**config.mk**
```make
export PLATFORM = sky130hd
export DESIGN_NAME = generator_stream_collector
export DESIGN_NICKNAME = d
export VERILOG_FILES = /design/src/rtl/collector_pkg.sv /design/src/rtl/collector_fifo.sv /design/src/rtl/generator_stream_collector.sv
export SDC_FILE = /design/constraint.sdc
export NUM_CORES = 1
export LEC_CHECK = 0
export BUFFER_PORTS_ARGS = -buffer_cell sky130_fd_sc_hd__buf_4
export CAP_MARGIN = 20
export CORE_ASPECT_RATIO = 1.75
export CORE_MARGIN = 2
export CORE_UTILIZATION = 60
export DETAILED_ROUTE_END_ITERATION = 10
export PLACE_DENSITY = 0.9
export SYNTH_ARGS = -nofsm -noshare
export SYNTH_HDL_FRONTEND = slang
export SYNTH_HIERARCHICAL = 1
export SYNTH_SLANG_ARGS = --single-unit
```
**constraint.sdc**
```tcl
create_clock -name _clock -period 18.23 [get_ports _clock]
set_input_delay 3.646 -clock _clock [delete_from_list [all_inputs] [get_ports _clock]]
set_output_delay 3.646 -clock _clock [all_outputs]
set_load 0.02 [all_outputs]
```
**src/rtl/collector_pkg.sv**
```systemverilog
// Shared types and default sizing for the generator stream collector.
package collector_pkg;

    typedef enum logic [1:0] {
        ST_IDLE    = 2'd0,
        ST_START   = 2'd1,
        ST_COLLECT = 2'd2,
        ST_DRAIN   = 2'd3
    } state_e;

    localparam int DEF_DATA_WIDTH = 32;
    localparam int DEF_DEPTH      = 8;

endpackage

```
**src/rtl/collector_fifo.sv**
```systemverilog
// Synchronous tuple FIFO: registered pointers/count, head entry shown without bypass.
module collector_fifo #(
    parameter int WIDTH = 128,
    parameter int DEPTH = 8
) (
    input  logic                     clk,
    input  logic                     rst_n,
    input  logic                     push,
    input  logic [WIDTH-1:0]         wdata,
    input  logic                     pop,
    output logic [WIDTH-1:0]         rdata,
    output logic                     full,
    output logic                     empty,
    output logic [$clog2(DEPTH):0]   count
);
    localparam int AW = $clog2(DEPTH);
    localparam logic [AW:0]   FULL_COUNT = (AW+1)'(DEPTH);
    localparam logic [AW-1:0] PTR_ONE    = AW'(1);
    localparam logic [AW:0]   CNT_ONE    = (AW+1)'(1);

    if ((DEPTH < 2) || ((DEPTH & (DEPTH - 1)) != 0)) begin : g_bad_depth
        $error("collector_fifo: DEPTH must be a power of two and at least 2");
    end

    logic [WIDTH-1:0] mem [DEPTH];
    logic [AW-1:0]    wr_ptr_q, wr_ptr_d;
    logic [AW-1:0]    rd_ptr_q, rd_ptr_d;
    logic [AW:0]      count_q, count_d;
    logic             do_push, do_pop;

    assign full    = (count_q == FULL_COUNT);
    assign empty   = (count_q == '0);
    assign count   = count_q;
    assign do_push = push && !full;
    assign do_pop  = pop && !empty;
    // Empty forces zero so stale memory never leaks onto the read port.
    assign rdata   = empty ? '0 : mem[rd_ptr_q];

    always_comb begin
        wr_ptr_d = wr_ptr_q;
        rd_ptr_d = rd_ptr_q;
        count_d  = count_q;
        if (do_push) wr_ptr_d = wr_ptr_q + PTR_ONE;
        if (do_pop)  rd_ptr_d = rd_ptr_q + PTR_ONE;
        case ({do_push, do_pop})
            2'b10:   count_d = count_q + CNT_ONE;
            2'b01:   count_d = count_q - CNT_ONE;
            default: count_d = count_q;
        endcase
    end

    always_ff @(posedge clk or negedge rst_n) begin
        if (!rst_n) begin
            wr_ptr_q <= '0;
            rd_ptr_q <= '0;
            count_q  <= '0;
        end else begin
            wr_ptr_q <= wr_ptr_d;
            rd_ptr_q <= rd_ptr_d;
            count_q  <= count_d;
        end
    end

    always_ff @(posedge clk) begin
        if (do_push) mem[wr_ptr_q] <= wdata;
    end

endmodule

```
**src/rtl/generator_stream_collector.sv**
```systemverilog
// Runs one generator invocation per cmd_start, buffering its 4-field tuples for a consumer.
// Optional tuple_count output enabled by defining COLLECTOR_TUPLE_COUNT_EN.
module generator_stream_collector
    import collector_pkg::*;
#(
    parameter int DATA_WIDTH = DEF_DATA_WIDTH,
    parameter int DEPTH      = DEF_DEPTH
) (
    input  logic                         _clock,
    input  logic                         _reset_n,
    input  logic                         cmd_start,
    output logic                         gen_start,
    input  logic signed [DATA_WIDTH-1:0] gen_out0,
    input  logic signed [DATA_WIDTH-1:0] gen_out1,
    input  logic signed [DATA_WIDTH-1:0] gen_out2,
    input  logic signed [DATA_WIDTH-1:0] gen_out3,
    input  logic                         gen_valid,
    output logic                         gen_ready,
    input  logic                         gen_done,
    output logic signed [DATA_WIDTH-1:0] rd_data0,
    output logic signed [DATA_WIDTH-1:0] rd_data1,
    output logic signed [DATA_WIDTH-1:0] rd_data2,
    output logic signed [DATA_WIDTH-1:0] rd_data3,
    output logic                         rd_valid,
    input  logic                         rd_ready,
`ifdef COLLECTOR_TUPLE_COUNT_EN
    output logic [15:0]                  tuple_count,
`endif
    output logic                         busy,
    output logic                         done
);
    localparam int TW = 4 * DATA_WIDTH;

    state_e                   state_q, state_d;
    logic                     gen_start_q, gen_start_d;
    logic                     busy_q, busy_d;
    logic                     done_q, done_d;
    logic                     fifo_full, fifo_empty, gen_push;
    logic [TW-1:0]            fifo_rdata;
    logic [$clog2(DEPTH):0]   fifo_count;

    assign gen_ready = (state_q == ST_COLLECT) && !fifo_full;
    assign gen_push  = gen_valid && gen_ready;
    assign rd_valid  = !fifo_empty;
    assign rd_data0  = fifo_rdata[0*DATA_WIDTH +: DATA_WIDTH];
    assign rd_data1  = fifo_rdata[1*DATA_WIDTH +: DATA_WIDTH];
    assign rd_data2  = fifo_rdata[2*DATA_WIDTH +: DATA_WIDTH];
    assign rd_data3  = fifo_rdata[3*DATA_WIDTH +: DATA_WIDTH];
    assign gen_start = gen_start_q;
    assign busy      = busy_q;
    assign done      = done_q;

    collector_fifo #(
        .WIDTH (TW),
        .DEPTH (DEPTH)
    ) u_fifo (
        .clk   (_clock),
        .rst_n (_reset_n),
        .push  (gen_push),
        .wdata ({gen_out3, gen_out2, gen_out1, gen_out0}),
        .pop   (rd_ready),
        .rdata (fifo_rdata),
        .full  (fifo_full),
        .empty (fifo_empty),
        .count (fifo_count)
    );

    always_comb begin
        state_d = state_q;
        done_d  = 1'b0;
        case (state_q)
            ST_IDLE:    if (cmd_start) state_d = ST_START;
            ST_START:   state_d = ST_COLLECT;
            ST_COLLECT: if (gen_done) state_d = ST_DRAIN;
            ST_DRAIN: begin
                if (fifo_count == '0) begin
                    state_d = ST_IDLE;
                    done_d  = 1'b1;
                end
            end
            default:    state_d = ST_IDLE;
        endcase
        // Outputs are registered from the next state so they line up with it.
        gen_start_d = (state_d == ST_START);
        busy_d      = (state_d != ST_IDLE);
    end

    always_ff @(posedge _clock or negedge _reset_n) begin
        if (!_reset_n) begin
            state_q     <= ST_IDLE;
            gen_start_q <= 1'b0;
            busy_q      <= 1'b0;
            done_q      <= 1'b0;
        end else begin
            state_q     <= state_d;
            gen_start_q <= gen_start_d;
            busy_q      <= busy_d;
            done_q      <= done_d;
        end
    end

`ifdef COLLECTOR_TUPLE_COUNT_EN
    logic [15:0] tuple_count_q, tuple_count_d;

    always_comb begin
        tuple_count_d = tuple_count_q;
        if (state_q == ST_IDLE && cmd_start) begin
            tuple_count_d = '0;
        end else if (gen_push && tuple_count_q != 16'hFFFF) begin
            tuple_count_d = tuple_count_q + 16'd1;
        end
    end

    always_ff @(posedge _clock or negedge _reset_n) begin
        if (!_reset_n) tuple_count_q <= '0;
        else           tuple_count_q <= tuple_count_d;
    end

    assign tuple_count = tuple_count_q;
`endif

endmodule

```
==> results.yml, run 1 <==
die:
  dieArea_um2: 68470
  ios: 267
  die_h_um: 344.7
  fp.dieW_um: 198.7
  start_util_pct: 60.77
  core_um2: 65470
  fp-row-count: 124
timing:
  rsz0062_at_grt: "no"
  period_needed_ns: 8.383
  fmax_mhz: 119.3
  fin_setup_tns_ns: 0
  slew_viol_final: 0
  hold_viol_final: 0
  worst_pin_slew_ns: 1.167
  timing.final.crit_share_pct: 45.98
  finalSetupViolCount: 0
  relSlewSlack_pct: 21.99
  fin_skew_ns: 0.03189
synthesis:
  syn-instance-count: 1703
  syn-num-nets: 1842
  yosysTopAreaCellShare_pct: 77.28
  ys_ff_latch: 1039
  yosysWarnings: 6
  yosysMostFrequentCell: "edfxtp_1"
  ys_top_cells_by_area: "edfxtp_1, mux4_2, mux2i_1"
  seq_area_frac_synth_pct: 78.23
  yosysUniqueCellTypes: 28
  synth_xor_area_share_pct: 0.1761
  synth_top_family_by_area: "multiplexers"
  synthFlopType: "edfxtp_1"
  yosys.area_share.adder_pct: 0.1572
  yosysTopAreaCell: "edfxtp_1"
  synthMuxAreaShare_pct: 17.79
  async_flop_share_pct: 1.444
  mappedNetlistArea_um2: 39790
  synth_compound_gate_area_share_pct: 0.1289
  avgSynthCellArea_um2: 23.36
  synth_edf_count: 1024
  synth-simple-area-share_pct: 1.770
  ys_top_cells_by_count: "edfxtp_1, mux4_2, nor2_1"
cts:
  cts_root_buf: "clkbuf_16"
  clock_sinks: 1039
  htree_levels: 3
  path_clk_slew_ns: 0.07
  clk_latency_ns: 0.66
  cts_made_buffers: 86
  cts_setup_buffers: 0
  cts_tree: "yes"
  cts_resized: 0
  cts_hold_buffers: 0
  clockBufferDepth: 3
setup_path:
  crit_start: "u_fifo/rd_ptr_q[1]$_DFFE_PN0P_"
  worst-r2r-cell-count: 9
  crit_fanout: 75
  cp-end-kind: "output port"
  startpoint_type: "register"
  reg2reg_to: "u_fifo/mem[3][59]$_DFFE_PP_"
  worstReg2RegStart: "u_fifo/count[0]$_DFFE_PN0P_"
  critPathKind: "register to output port"
  cp.arrival_ns: 4.74
  worst_ep_required_time_ns: 14.58
  r2r_setup_slack_ns: 13.15
grt:
  antenna_found_initial: 8
  grt_pass1_vias: 19571
  overflow: 0
  grt_use_total_pct: 25.72
  grt_pass1_wl_um: 126500
  grt_max_degree: 77
power_and_ir_drop:
  internal-power_w: 0.004981
  swShare_pct: 31.69
  vdd_drop_max_v: 0.0001479
  power.leakage_nw: 15.14
  p_clk_share_pct: 25.9
  power_frac_comb_pct: 33.5
  p_total_w: 0.007292
  sequentialPowerShare_pct: 40.7
  switchingPower_w: 0.002310
  p_per_area_nw_per_um2: 160.2
finish:
  finish.utilization_pct: 69.52
  area_growth_pct: 14.40
  nNetsFinal: 2145
  layout-drive-gt1-share_pct: 34.01
  nFillCells: 3757
placed_design:
  gp_congestion: 0.7593
  port_buffers: 266
  dp_hpwl_um: 45820
worst_hold_path:
  whs_path_depth: 2
  hold_path_class: "register to register"
  hold_start: "u_fifo/wr_ptr_q[0]$_DFFE_PN0P_"
  min_to: "u_fifo/wr_ptr_q[0]$_DFFE_PN0P_"
routing:
  drt_wl_total_um: 86110
  wl_per_cell_um: 29.09
  ant_nets: 0
  vias: 18467
  drcViolationCount: 0
  via_per_inst: 6.239
  drtPass1Iterations: 5
  dr.first_iter.drc_count: 1517
status:
  status: "completed"
job:
  drv_cap: 0
-- cell usage in the layout (no fill, tap or decap), types with 3 or more instances in the layout --
cell | Yosys | layout
a21oi_1 | 4 | 4
and2_1 | 5 | 5
buf_16 | 0 | 3
buf_4 | 0 | 299
bufinv_16 | 0 | 10
clkbuf_1 | 20 | 13
clkbuf_16 | 0 | 91
clkinv_1 | 0 | 12
clkinv_2 | 0 | 10
clkinv_4 | 0 | 3
clkinvlp_4 | 0 | 9
dfrtp_1 | 15 | 12
dfrtp_4 | 0 | 3
diode_2 | 0 | 5
edfxtp_1 | 1024 | 1024
ha_1 | 5 | 5
inv_6 | 0 | 6
mux2i_1 | 129 | 129
mux4_2 | 256 | 256
nand2_1 | 10 | 10
nand2b_1 | 4 | 4
nor2_1 | 137 | 131
nor2_4 | 0 | 6
xnor2_1 | 3 | 3
xor2_1 | 5 | 5
-- flip-flops by register name (all words and copies together) (netlist names) --
name,count
u_fifo/count,4
u_fifo/rd_ptr_q,3
u_fifo/mem,1024
busy,1
gen_start,1
done,1
u_fifo/wr_ptr_q,3
state_q,2
-- through the flow --
step           area, um^2  std cells  hold slack [ns]  setup WS (ns)
2_1_floorplan       39790       1703           0.4871          4.618
3_3_place_gp        42510       2796           0.5065          9.921
3_5_place_dp        42530       2797           0.5312          9.847
4_1_cts             45420       2952           0.5577          9.150
5_1_grt             45510       2959           0.5815          9.594
6_report            45520       2960           0.5594          9.847
-- metal layers --
metal / global-route usage [%] / share of wire, % / vias to the layer above
met1: 32.44 / 36 / 9694
met3: 4.818 / 8.0 / 145
li1: - / - / 7702
met4: 9.950 / 3.2 / 8
met2: 44.65 / 53 / 918
met5: 0 / 0.055 / -
-- logic make-up (layout without fill, tap and decap cells) --
kind of cell    Yosys count  after routing
flops                  1039           1039
mux                     387            387
fa+ha+maj                 5              5
compound gates            8              8
other cells               0              5
buf+inv                  90            460
simple gates            166            166
xor+xnor                  8              8
-- how the worst max path moves through the flow --
stage,endpoint,slack [ns],cells past startpoint
after floorplan,u_fifo/mem[0][0]$_DFFE_PP_,4.62,4
after global placement,rd_data2[2],9.92,7
after detailed placement,rd_data2[2],9.85,7
after CTS,rd_data2[2],9.15,7
after global routing,rd_data1[23],9.59,8
final,rd_data3[28],9.85,6
-- power by group through the flow --
stage                     logic (W)  clock network (W)  registers [W]
final                       0.00244            0.00189        0.00296
after global routing        0.00258            0.00200        0.00298
after CTS                   0.00246            0.00192        0.00296
after detailed placement    0.00243                  0        0.00301
after global placement      0.00238                  0        0.00299
after floorplan             0.00172                  0        0.00296
-- cell type report --
type                       instances  area, um^2  area share, %
sequential                      1039       31140          68.40
multi-input combinational        574        8023          17.63
timing repair buffer             303        2347          5.157
clock buffer                     104        2326          5.110
tap                              882        1104          2.424
clock inverter                    51       561.8          1.234
antenna                            5       12.51        0.02749
inverter                           2       7.507        0.01649
-- worst max-delay path, cell delays in order (launching register included) --
cell     delay (ns)
dfrtp_4        1.05
buf_4          0.99
buf_4          0.83
mux4_2         0.38
mux2i_1        0.09
nor2_1         0.36
buf_4          0.24
(Power assumes the default switching activity.)
==> run 2, diff against run 1 <==
--- a/config.mk
+++ b/config.mk
@@ -9,9 +9,9 @@
 export CAP_MARGIN = 20
 export CORE_ASPECT_RATIO = 1.75
 export CORE_MARGIN = 2
-export CORE_UTILIZATION = 60
+export CORE_UTILIZATION = 54
 export DETAILED_ROUTE_END_ITERATION = 10
-export PLACE_DENSITY = 0.9
+export PLACE_DENSITY = 0.86
 export SYNTH_ARGS = -nofsm -noshare
 export SYNTH_HDL_FRONTEND = slang
 export SYNTH_HIERARCHICAL = 1
==> constraint.sdc (replaced) <==
create_clock -name _clock -period 7.41 [get_ports _clock]
set_input_delay 1.482 -clock _clock [delete_from_list [all_inputs] [get_ports _clock]]
set_output_delay 1.482 -clock _clock [all_outputs]
set_load 0.02 [all_outputs]
==> run 2 against run 1 <==
  * Register-to-register slack worse by 9.7 ns
  * Flip-flop and latch count stayed put
  * Wire length is 5.3% lower
  * Hold slack better by 0.050 ns
  * Setup slack worse by 7.5 ns
  * Critical path type unchanged
  * Sequential share of layout area is 0.098 points lower
  * Final cell count is 1.5% higher
  * Count of clock-buffer cells in the layout is 9 higher
  * Critical path depth is 1 lower
  * Non-clock buffer count is 9 lower
==> results.yml, run 2 (same netlist as run 1, synthesis figures left out) <==
cts:
  htree_levels: 3
  cts_made_buffers: 91
  cts_setup_buffers: 0
  cts_resized: 0
  clockBufferDepth: 3
  clock_sinks: 1039
  cts_root_buf: "clkbuf_16"
  path_clk_slew_ns: 0.06
  cts_tree: "yes"
  cts_hold_buffers: 0
  clk_latency_ns: 0.67
timing:
  period_needed_ns: 5.106
  slew_viol_final: 0
  fin_skew_ns: 0.01903
  fmax_mhz: 195.9
  finalSetupViolCount: 0
  timing.final.crit_share_pct: 68.90
  hold_viol_final: 0
  worst_pin_slew_ns: 1.163
  relSlewSlack_pct: 22.44
  rsz0062_at_grt: "no"
  setup_ws_ns: 2.304
grt:
  busiest_layer: "met2"
  grt_pass1_vias: 19480
  grt_use_total_pct: 22.03
  use_met2_pct: 38.69
  grt_pass1_wl_um: 123000
  overflow: 0
  met1_usage_pct: 27.31
  use_met3_pct: 4.854
  grt_max_degree: 149
  antenna_found_initial: 9
routing:
  dr.first_iter.drc_count: 1413
  vias: 18039
  via_per_inst: 6.005
  drtPass1Iterations: 5
  drt_wl_total_um: 81520
  drcViolationCount: 0
  wl_per_cell_um: 27.14
  ant_nets: 0
finish:
  area_growth_pct: 14.56
  stdcell_count: 3004
  largest_reg_flops: 1024
  final_cell_mix: "edfxtp_1, buf_4, mux4_2"
  nNetsFinal: 2141
  layout-drive-gt1-share_pct: 33.61
  final_common_cell: "edfxtp_1"
  nFillCells: 4636
  largest_register: "u_fifo/mem"
placed_design:
  dp_cells: 2839
  dp_hpwl_um: 42210
  gp_congestion: 0.6927
  port_buffers: 266
  post-place-ws_ns: 3.014
setup_path:
  startpoint_type: "register"
  crit_fanout: 148
  worst_ep_required_time_ns: 5.93
  cp-end-kind: "output port"
  critPathKind: "register to output port"
  cp.arrival_ns: 3.62
power_and_ir_drop:
  vdd_drop_max_v: 0.0003461
  p_per_area_nw_per_um2: 391.2
  power.leakage_nw: 15.13
die:
  ios: 267
  die_h_um: 363.1
  start_util_pct: 54.55
  dieArea_um2: 75950
  fp.dieW_um: 209.2
  core_um2: 72940
  fp-row-count: 131
worst_hold_path:
  hold_path_class: "register to register"
status:
  status: "completed"
job:
  drv_cap: 0
## run 2: worst paths after layout
kind                                                   to                            from  depth (start not counted)  slack (ns)
max                                           rd_data2[3]  u_fifo/rd_ptr_q[1]$_DFFE_PN0P_                          5        2.30
max reg2reg                   u_fifo/mem[0][13]$_DFFE_PP_     u_fifo/count[0]$_DFFE_PN0P_                          9        3.45
max in group asynchronous  u_fifo/rd_ptr_q[0]$_DFFE_PN0P_                        _reset_n                          1        6.52
min reg2reg                          state_q[0]$_DFF_PN0_            state_q[0]$_DFF_PN0_                          1        0.61
min in group asynchronous                  done$_DFF_PN0_                        _reset_n                          1        0.66
min                                  state_q[0]$_DFF_PN0_            state_q[0]$_DFF_PN0_                          1        0.61
## run 2: worst max-delay path, cell delays in order (launching register included)
cell and delay (ns):
dfrtp_4 0.96, buf_12 0.55, mux4_2 0.44, mux2i_1 0.32, nor2_1 0.08, buf_4 0.17
## run 2: per-stage QoR
step | hold WS, ns | setup TNS [ns] | util [%] | power [W] | instance area (um^2)
3_5_place_dp | 0.5764 | 0 | 58.46 | 0.01335 | 42640
6_report | 0.6096 | 0 | 62.49 | 0.01783 | 45580
4_1_cts | 0.6045 | 0 | 62.46 | 0.01801 | 45560
3_3_place_gp | 0.5354 | 0 | 58.46 | 0.01320 | 42640
5_1_grt | 0.6350 | 0 | 62.49 | 0.01853 | 45580
2_1_floorplan | 0.4871 | -474.65 | - | 0.01148 | 39800
## run 2: area by class of cell
| class | count | area, um^2 | area share (%) |
|---|---|---|---|
| Tap cell | 931 | 1165 | 2.556 |
| Inverter | 2 | 7.507 | 0.01647 |
| Clock inverter | 49 | 459.2 | 1.007 |
| Sequential cell | 1039 | 31140 | 68.31 |
| Antenna cell | 2 | 5.005 | 0.01098 |
| Clock buffer | 113 | 2455 | 5.386 |
| Multi-Input combinational cell | 574 | 8035 | 17.63 |
| Timing Repair Buffer | 294 | 2320 | 5.089 |
## run 2: report_power, final
group / internal (W) / total (W) / switching [W]
clock: 0.00263 / 0.00464 / 0.00201
sequential: 0.00695 / 0.00726 / 0.000310
combinational: 0.00269 / 0.00593 / 0.00325
## run 2: routing by layer
| metal | part of all wire [%] | up-vias | wire (um) |
|---|---|---|---|
| li1 | - | 7680 | - |
| met1 | 38 | 9587 | 30970 |
| met2 | 53 | 634 | 43290 |
| met3 | 6.5 | 124 | 5262 |
| met4 | 2.3 | 14 | 1894 |
| met5 | 0.13 | - | 103 |
